===== src/rtl/filter_frame_ctrl.sv =====
// Frame sequencing controller for a 3x3 sliding-window filter: line-buffer strobes, window coordinates and frame status.
// Optional backpressure stall counter is built when FRAME_CTRL_STALL_CNT_EN is defined.
module filter_frame_ctrl #(
    parameter int ROWS = 400,
    parameter int COLS = 400
) (
    input  logic        clk,
    input  logic        rst,
    input  logic        start_i,
    input  logic        pix_valid_i,
    output logic        pix_ready_o,
    input  logic        out_ready_i,
    output logic        shift_en_o,
    output logic        lb_wr_en_o,
    output logic [9:0]  lb_addr_o,
    output logic        win_valid_o,
    output logic [9:0]  win_row_o,
    output logic [9:0]  win_col_o,
    output logic        busy_o,
    output logic        frame_done_o,
    output logic [15:0] stall_cnt_o
);

    localparam logic [17:0] FILL_LAST = 18'(COLS);
    localparam logic [17:0] PIX_LAST  = 18'(ROWS * COLS - 1);
    localparam logic [10:0] DRAIN_LAST = 11'(COLS);
    localparam logic [9:0]  COL_LAST  = 10'(COLS - 1);

    typedef enum logic [2:0] {
        IDLE  = 3'd0,
        FILL  = 3'd1,
        RUN   = 3'd2,
        DRAIN = 3'd3,
        DONE  = 3'd4
    } state_t;

    state_t      state;
    logic [17:0] pix_cnt;
    logic [10:0] drain_cnt;
    logic [9:0]  col_cnt;
    logic [9:0]  nxt_row;
    logic [9:0]  nxt_col;
    logic        win_vld_p1;
    logic [9:0]  win_row_p1;
    logic [9:0]  win_col_p1;
    logic        emit;

    // Handshake strobes follow the registered state and the live input handshake.
    always_comb begin
        pix_ready_o = 1'b0;
        shift_en_o  = 1'b0;
        lb_wr_en_o  = 1'b0;
        if (!rst) begin
            unique case (state)
                FILL: begin
                    pix_ready_o = 1'b1;
                    shift_en_o  = pix_valid_i;
                    lb_wr_en_o  = pix_valid_i;
                end
                RUN: begin
                    pix_ready_o = out_ready_i;
                    shift_en_o  = pix_valid_i && out_ready_i;
                    lb_wr_en_o  = pix_valid_i && out_ready_i;
                end
                DRAIN: begin
                    shift_en_o  = out_ready_i;
                end
                default: begin
                    pix_ready_o = 1'b0;
                end
            endcase
        end
    end

    assign emit         = shift_en_o && ((state == RUN) || (state == DRAIN));
    assign busy_o       = !rst && ((state == FILL) || (state == RUN) || (state == DRAIN));
    assign frame_done_o = !rst && (state == DONE);
    assign lb_addr_o    = col_cnt;
    assign win_valid_o  = win_vld_p1;
    assign win_row_o    = win_row_p1;
    assign win_col_o    = win_col_p1;

    always_ff @(posedge clk) begin
        if (rst) begin
            state      <= IDLE;
            pix_cnt    <= '0;
            drain_cnt  <= '0;
            col_cnt    <= '0;
            nxt_row    <= '0;
            nxt_col    <= '0;
            win_vld_p1 <= 1'b0;
            win_row_p1 <= '0;
            win_col_p1 <= '0;
        end else begin
            win_vld_p1 <= 1'b0;

            if (shift_en_o) begin
                col_cnt <= (col_cnt == COL_LAST) ? 10'd0 : col_cnt + 10'd1;
            end

            // Stage p1: window coordinates are presented one cycle after the strobe that completes them.
            if (emit) begin
                win_vld_p1 <= 1'b1;
                win_row_p1 <= nxt_row;
                win_col_p1 <= nxt_col;
                if (nxt_col == COL_LAST) begin
                    nxt_col <= '0;
                    nxt_row <= nxt_row + 10'd1;
                end else begin
                    nxt_col <= nxt_col + 10'd1;
                end
            end

            unique case (state)
                IDLE: begin
                    if (start_i) begin
                        state     <= FILL;
                        pix_cnt   <= '0;
                        drain_cnt <= '0;
                        col_cnt   <= '0;
                        nxt_row   <= '0;
                        nxt_col   <= '0;
                    end
                end
                FILL: begin
                    if (shift_en_o) begin
                        pix_cnt <= pix_cnt + 18'd1;
                        if (pix_cnt == FILL_LAST) state <= RUN;
                    end
                end
                RUN: begin
                    if (shift_en_o) begin
                        pix_cnt <= pix_cnt + 18'd1;
                        if (pix_cnt == PIX_LAST) state <= DRAIN;
                    end
                end
                DRAIN: begin
                    if (shift_en_o) begin
                        drain_cnt <= drain_cnt + 11'd1;
                        if (drain_cnt == DRAIN_LAST) state <= DONE;
                    end
                end
                DONE: begin
                    state <= IDLE;
                end
                default: begin
                    state <= IDLE;
                end
            endcase
        end
    end

`ifdef FRAME_CTRL_STALL_CNT_EN
    function automatic logic [15:0] sat_inc16(input logic [15:0] v);
        return (v == 16'hFFFF) ? v : v + 16'd1;
    endfunction

    logic [15:0] stall_cnt;

    always_ff @(posedge clk) begin
        if (rst) begin
            stall_cnt <= '0;
        end else if ((state == IDLE) && start_i) begin
            stall_cnt <= '0;
        end else if ((state == RUN) && pix_valid_i && !out_ready_i) begin
            stall_cnt <= sat_inc16(stall_cnt);
        end
    end

    assign stall_cnt_o = stall_cnt;
`else
    assign stall_cnt_o = 16'h0000;
`endif

endmodule

===== config.mk =====
export PLATFORM = sky130hd
export DESIGN_NAME = filter_frame_ctrl
export DESIGN_NICKNAME = d
export VERILOG_FILES = /design/src/rtl/filter_frame_ctrl.sv
export SDC_FILE = /design/constraint.sdc
export NUM_CORES = 1
export LEC_CHECK = 0
export CORE_MARGIN = 1
export CORE_UTILIZATION = 55
export CTS_BUF_LIST = sky130_fd_sc_hd__clkbuf_2
export DETAILED_ROUTE_END_ITERATION = 6
export PLACE_DENSITY = 0.8
export SETUP_SLACK_MARGIN = 0.1
export SYNTH_ARGS = -nofsm -noshare
export SYNTH_HDL_FRONTEND = slang
export SYNTH_SLANG_ARGS = --single-unit

===== constraint.sdc =====
create_clock -name clk -period 5.05 [get_ports clk]
set_input_delay 0.7575 -clock clk [delete_from_list [all_inputs] [get_ports clk]]
set_output_delay 0.7575 -clock clk [all_outputs]
set_load 0.02 [all_outputs]

==> results.md <==
Cells and area:
- Relative to the synthesized area, the layout overhead comes to 11.5%.
- The number of inserted diodes is 0.
- Of the cells placed in the final design, the portion with a size suffix greater than 1 is 5.50%.
- The number of nets in the layout is 571.

Synth:
- The synthesized design contains 0 enable-type register cells.
- The proportion of synthesized chip area in sequential cells is 39.6%.
- The gate count after technology mapping is 530.
- The library cell with the highest instance count after synthesis is dfxtp_1.
- In this run the mean area of a mapped cell was 7.91 sq um.
- In this run the cell area of the synthesized design comes to 4190 sq um.
- The post-synthesis sequential element count is 83.
- The most instantiated flip-flop cell in the synthesis netlist is dfxtp_1.
- By area the synthesized netlist is led by dfxtp_1, nand2_1, a21oi_1, nor2_1, xor2_1.
- The share of the synthesized area in the top cell type is 39.6%.
- The Yosys step of the flow raised 0 warnings.
- The netlist uses 60 different library cells.
- Of all flip-flops after synthesis, the portion carrying an async set or reset was 0%.
- Sorting the synthesized cells by how often they occur yields dfxtp_1, nand2_1, nor2_1, a21oi_1, nand3_1.
- Summed over all instances, the cell type with the most area after synthesis is dfxtp_1.

Drt:
- The wire length reported by the detailed router is 8960 um.
- The average via count per standard cell is 5.71.
- For this run, design rule violations remaining after detail routing come to 0.
- The pre-antenna-repair detailed-routing pass consisted of 5 iterations.
- The routed layout has 3783 vias.
- The wire length per cell after detailed routing is 13.5 um.
- The antenna violation net count after detailed routing is 0.
- The DRC violation total after the first TritonRoute iteration is 193.

Floorplanning:
- In this run the count of I/O pins placed on the die edge is 57.
- The width of the die is 89.3 um.
- Measured along the y axis, the die boundary spans 89.3 um.
- The initial utilization of the core area, before any placement, comes to 57.5%.
- The area of the die is 7970 sq um.
- The core region is 7290 sq um.
- In this run the core area contains 31 standard-cell rows.

Timing:
- The final setup violation count is 0.
- The clock arrives with 0.0312 ns of skew.
- The relative slew slack is 34.0%.
- The share of the clock period used by the worst path is 73.3%.
- Setup repair after global routing left no endpoint under its margin.
- Static timing analysis puts the maximum clock frequency at 0.270 GHz.
- The final sum of negative setup slack is 0 ns.
- Counting I/O delays and the setup requirement, the final critical path takes 3.70 ns.
- The slew at the pin with the worst max-slew slack is 0.982 ns.
- The number of slew-limit violations in the final report came to 0.
- The final hold violation count is 0.

Clocking:
- The total CTS buffers is 9.
- CTS built an H-tree with a depth of 3.
- In this run the clock root is driven by a clkbuf_2.
- TritonCTS built the clock tree.
- The sink count of the clock tree is 83.
- After clock tree synthesis, the setup repair step added 0 buffers.
- Clock-pin slew was measured on the worst setup and hold paths at 0.22 ns.
- The post-cts sizing count is 0.
- Clock latency on the worst-skew pair, taken at its later pin, is 0.57 ns.
- The largest buffer count on any clock path is 2.
- The hold buffer count at CTS is 0.

Global routing:
- The first-pass GRT wire length is 14800 um.
- The number of global-route vias before repair came to 3253.
- The number of antenna violations at the first check in global routing is 0.
- The total global-route track usage is 24.0%.
- Global routing finished with a remaining overflow of 0.
- The pin count of the biggest net entering global routing is 40.

Status:
- The run finished with clean final reports.

Setup path:
- The stage delay of the slowest cell on the critical path is 0.64 ns.
- Walking the worst path, the cells encountered are clkdlybuf4s50_1, mux2i_1, o21ai_2, nand2_1, inv_2, clkdlybuf4s50_1.
- The largest individual stage delay along the critical path comes from the cell clkdlybuf4s50_1.
- The data arrival time of the critical path is 2.94 ns.
- The worst setup path is captured at an output pin.
- The launching element type of the critical path is a primary input.
- At the worst endpoint, the required time is 4.29 ns.
- The critical path start-end classification is primary input to output pin.
- The most numerous cell type found on the critical path is clkdlybuf4s50_1.
- The largest fanout on the critical path is 9.

Hold path:
- The class of the tightest hold or removal check is flip-flop to flip-flop.

Run:
- The number of violations of the max-capacitance limit is 0.

Place:
- After legalization and detailed placement, the total HPWL measured 6300 um.
- Port buffering added 40 buffers.
- At the end of routability-driven placement, the weighted congestion stood at 0.890.

Power:
- In this run the power density over the cells is 262 nW/um^2.
- The post-layout total power is 0.00123 W.
- The maximum ir drop on the vdd rail is 0.165 mV.
- The analysis attributes to cell leakage a power of 1.59 nW.
## power by group
part           switching (W)  internal, W
sequential         0.0000166     0.000663
clock               0.000245    0.0000663
combinational       0.000156    0.0000795
total               0.000417     0.000808
## kinds of logic (layout without fill, tap and decap cells)
kind of cell	after synthesis	count (layout)	share of synthesized area, %
adder cells (fa/ha/maj)	7	7	2.09
buffers and inverters	55	74	6.54
flip-flops	83	83	39.6
other	1	16	0.0895
XOR/XNOR	25	25	5.22
multiplexers	4	4	1.10
AO/OA/AOI/OAI	107	107	15.4
AND/OR/NAND/NOR	248	248	29.9
## state kept, by name, summed over array words and instances, names as in the netlist
signal       flops
lb_addr_o       10
nxt_row         10
nxt_col         10
win_col_o       10
pix_cnt         18
win_row_o       10
drain_cnt       11
win_valid_o      1
state            3
## worst max-delay path: cells and delay by family
kind | cells | cell delay, ns
multiplexers | 1 | 0.13
AO/OA/AOI/OAI | 1 | 0.36
buffers and inverters | 3 | 1.46
AND/OR/NAND/NOR | 1 | 0.22
## final timing paths
kind	start	endpoint	slack [ns]	cells past startpoint
hold reg to reg	win_row_o[2]	win_row_o[2]	0.47	2
setup / recovery	out_ready_i	shift_en_o	1.35	6
hold / removal	win_row_o[2]	win_row_o[2]	0.47	2
setup reg to reg	state[1]	nxt_col[6]	2.46	7
## layout make-up
class                   instances  area [sq um]
fillers                       671          2620
multi-input cells             407          2310
flip-flops and latches         83          1660
repair buffers                 45           433
well taps                      99           124
clock inverters                 7          50.0
inverters                      13          48.8
clock buffers                   9          45.0
## placed cells by master, fill, tap and decap left out, types with 4 or more instances in the layout
master / n
and4_1: 7
or3_1: 5
clkbuf_2: 9
nor2b_1: 5
and3_1: 8
a21oi_1: 47
nand4b_1: 5
conb_1: 16
inv_1: 12
dfxtp_1: 83
xor2_1: 14
nor3_1: 12
and2_1: 6
nand4_1: 18
nand3_1: 21
nor2_1: 54
a21o_1: 5
o21ai_1: 4
a31oi_1: 11
xnor2_1: 11
nand2_1: 78
buf_4: 5
a311oi_1: 6
ha_1: 7
o21ai_0: 15
clkdlybuf4s50_1: 39
nor4_1: 5
## metal layers
metal | up-vias | part of all wire, % | global-route usage (%)
met2 | 112 | 47 | 38.5
met3 | 13 | 5.0 | 5.17
met4 | 0 | 1.4 | 8.66
met1 | 1754 | 46 | 31.9
li1 | 1904 | - | -
met5 | - | 0 | 0
## per-stage QoR
stage / util [%] / std cells / hold WS, ns / worst slack (ns) / cell area, sq um
2_1_floorplan: - / 545 / 0.439 / 2.42 / 4250
3_3_place_gp: 62.8 / 647 / 0.443 / 1.38 / 4580
3_5_place_dp: 62.8 / 647 / 0.446 / 1.36 / 4580
4_1_cts: 64.1 / 663 / 0.471 / 1.35 / 4670
5_1_grt: 64.1 / 663 / 0.491 / 1.14 / 4670
6_report: 64.1 / 663 / 0.470 / 1.35 / 4670
(Power assumes the default switching activity.)
==> edit 1: new RTL, same flow settings <==
Build with the macro `FRAME_CTRL_STALL_CNT_EN` defined.
--- a/src/rtl/filter_frame_ctrl.sv
+++ b/src/rtl/filter_frame_ctrl.sv
@@ -2,2 +2,4 @@
 // Optional backpressure stall counter is built when FRAME_CTRL_STALL_CNT_EN is defined.
+`define FRAME_CTRL_STALL_CNT_EN
+
 module filter_frame_ctrl #(
Formal check against the unedited RTL: no difference found for any inputs over 10 cycles, from zero or initial values and one cycle with rst high; that may be too few to reach the edited logic, so the function may still have changed.
==> edit 1 against the original RTL <==
  * Wire length rose by 9.6%
  * Largest cell class unchanged
  * Highest routed layer unchanged
  * Power rose by 17%
  * Setup slack improved by 130 ps
  * Synthesized area rose by 13%
  * Register-to-register slack improved by 120 ps
  * Cell area rose by 17%
  * Fmax rose by 3.7%
  * Sequential cell count rose by 16
==> edit 1: results (changes against the original RTL) <==
| Metric | Value |
|---|---|
| Via count | `4,169 (+10%)` |
| Internal power | `0.960 mW (+19%)` |
| Routed length on met2 | `4740 um (+11%)` |
| Multi-input gates | `445 (+9.3%)` |
| Crit-path max cell delay | `610 ps (-30 ps)` |
| Max-slew headroom | `43.2% (+9.1 points)` |
| Fraction of area in multi-input gates | `47.4% (-2.0 points)` |
| Sequential power share | `57.9% (+2.5 points)` |
| Synth area leaders | `dfxtp_1, nand2_1, xnor2_1, nor2_1, a21oi_1` |
| Crit-path max FO | `33 (+24)` |
| Global routing usage on met2 | `40.0% (+1.5 points)` |
| Met1 WL | `4680 um (+13%)` |
| Largest net degree at the start of global routing | `34 (-15%)` |
| First-pass GRT wire length | `16,800 um (+14%)` |
| Clock Skew | `23.4 ps (-7.74 ps)` |
| Register area | `1980 um^2 (+19%)` |
| Post-synth top cells | `dfxtp_1, nand2_1, nor2_1` |
| Count of input and output buffers | `56 (+40%)` |
| Routability cong. | `0.829 (-6.9%)` |
| Status | `completed` |
| Logic gate share of total power | `17.7% (-1.5 points)` |
| Worst VDD drop | `0.000138 V (-16%)` |
| M3 GR Usage | `4.03% (-1.1 points)` |
| First-pass DRT Iterations | `4 (-1)` |
| Sw Ratio | `33.2% (-0.84 points)` |
| R2r setup slk | `2580 ps (+120 ps)` |
| Post-synthesis register bit count | `99 (+19%)` |
| Syn Inst Count | `585 (+10%)` |
| Met3 Wirelength | `275 um (-39%)` |
| Initial detailed-routing violation count | `191 (-1.0%)` |
| Inverters | `16 (+3)` |
[edit 1: final timing paths]
| kind | cells after the start | startpoint | endpoint |
|---|---|---|---|
| setup / recovery | 6 | rst | pix_ready_o |
| setup reg to reg | 5 | state[0] | lb_addr_o[0] |
| hold reg to reg | 2 | win_col_o[8] | win_col_o[8] |
| hold / removal | 2 | win_col_o[8] | win_col_o[8] |
[edit 1: through the flow]
stage               setup slack, ps  hold WS, ps  util, %  area, um^2
finish                         1480          475     66.0        5450
CTS                            1490          478     66.0        5450
detailed placement             1500          450     64.8        5350
global route                   1270          490     66.0        5450
floorplan                      2720          444        -        4730
global placement               1520          450     64.8        5350
[edit 1: logic make-up after synthesis]
kind of cell	count (synthesis)	synth area share, %
simple gates	296	31.2
flops	99	41.9
compound gates	86	11.0
xor+xnor	54	10.0
buf+inv	41	3.55
fa+ha+maj	8	2.12
mux	1	0.212
==> edit 2: new RTL, same flow settings <==
Made on the original files. The 5 states of `state_t` get a Gray code encoding in 3 bits.
--- a/src/rtl/filter_frame_ctrl.sv
+++ b/src/rtl/filter_frame_ctrl.sv
@@ -29,7 +29,7 @@
     typedef enum logic [2:0] {
-        IDLE  = 3'd0,
-        FILL  = 3'd1,
-        RUN   = 3'd2,
-        DRAIN = 3'd3,
-        DONE  = 3'd4
+        IDLE  = 3'b000,
+        FILL  = 3'b001,
+        RUN   = 3'b011,
+        DRAIN = 3'b010,
+        DONE  = 3'b110
     } state_t;
Behaviour: no difference found for any inputs over 10 cycles, from zero or initial values and one cycle with rst high; not proved beyond that.
==> edit 2 against the original RTL <==
  * Wire length down 1.7%
  * Combinational power decreased by 3%
  * Sequential cell count is the same
  * Cell area fell by 2.8%
  * Synthesized cell count decreased by 3.8%
  * Count of clock-buffer cells in the layout stayed put
  * Clock skew up 9.3 ps
  * Power grew 1.6%
  * Synthesized area is 3.0% lower
  * Setup slack improved by 35 ps
==> edit 2: results (changes against the original RTL) <==
| Metric | Value |
|---|---|
| Routability cong. | `0.900 (+1.1%)` |
| Worst-Skew Late Latency | `550 ps (-20 ps)` |
| Crit-path max cell delay | `670 ps (+30 ps)` |
| Met1 WL | `4240 um (+2.7%)` |
| R2r setup slk | `2380 ps (-80 ps)` |
| Adder-cell share of the synthesized area | `2.16% (+0.066 points)` |
| Mux share of post-synthesis cell area | `0.246% (-0.86 points)` |
| Post-synth top cells | `dfxtp_1, nand2_1, nor2_1` |
| LEAKAGE | `1.52 nW (-4.8%)` |
| Ratio of final minimum period to clock period | `72.6% (-0.69 points)` |
| Critical path launch point | `rst` |
| Layout Nets | `550 (-3.7%)` |
| Register area share after synthesis | `40.9% (+1.2 points)` |
| Layout cells sized above 1 | `5.52% (+0.028 points)` |
| Initial detailed-routing violation count | `314 (+63%)` |
| Clock Skew | `40.5 ps (+9.31 ps)` |
| Worst reg2reg endpoint | `nxt_col[8]` |
| R2R cell count | `6 (-1)` |
| Slew @ Worst Pin | `925 ps (-57.1 ps)` |
| WL per Instance | `13.8 um (+1.9%)` |
| Crit-path max FO | `15 (+6)` |
| Vias/cell | `5.74 (+0.52%)` |
| Hold slack final | `473 ps (+2.51 ps)` |
| Filler cell count | `634 (-5.5%)` |
| Synth area leaders | `dfxtp_1, nand2_1, nor2_1, a21oi_1, xor2_1` |
| Status | `completed` |
| Placed wire-length estimate | `6230 um (-1.1%)` |
| Dpl ws | `1400 ps (+37.5 ps)` |
-- edit 2: cell count changes after synthesis, sizes merged, moves of 4 or more --
cell / delta
xor2: +6
a311oi: -5
and3: +4
a21oi: -7
nand4b: -4
nor4: +6
a31oi: -5
and4: -5
inv: -4
and2: -4
-- edit 2: through the flow --
step	area, um^2	std cells	power (mW)
after detailed placement	4440	623	0.930
after floorplan	4120	525	0.877
after CTS	4540	639	1.25
final	4540	639	1.25
after global placement	4440	623	0.924
after global routing	4540	639	1.31
-- edit 2: routing by layer --
metal  global-route usage (%)  up-vias
met4                     8.79        0
met3                     3.49       13
li1                         -     1808
met5                        0        -
met2                     39.1      102
met1                     32.4     1742
-- edit 2: layout make-up --
type | count | area, um^2 | share of cell area [%]
well taps | 96 | 120 | 2.64
inverters | 9 | 33.8 | 0.744
repair buffers | 43 | 423 | 9.31
flip-flops and latches | 83 | 1660 | 36.6
multi-input cells | 392 | 2200 | 48.5
clock inverters | 7 | 57.6 | 1.27
clock buffers | 9 | 45.0 | 0.991
-- edit 2: critical path: cells and delay by family --
kind / cells / cell delay [ps]
compound gates: 1 / 330
simple gates: 1 / 270
buf+inv: 3 / 1530
-- edit 2: worst max path at each step --
stage / endpoint / cells past startpoint
floorplan: pix_ready_o / 4
global placement: shift_en_o / 5
detailed placement: shift_en_o / 5
CTS: shift_en_o / 5
global route: lb_wr_en_o / 3
finish: shift_en_o / 5
-- edit 2: cells by family after synthesis --
kind of cell / after synthesis
compound gates: 89
xor+xnor: 30
fa+ha+maj: 7
buf+inv: 50
flops: 83
mux: 1
other cells: 1
simple gates: 249
-- edit 2: report_power, final --
group | switching [mW] | internal, mW | leakage [nW] | total, mW
clock | 0.252 | 0.0727 | 0.0612 | 0.324
sequential | 0.0243 | 0.668 | 0.669 | 0.692
combinational | 0.152 | 0.0768 | 0.786 | 0.228
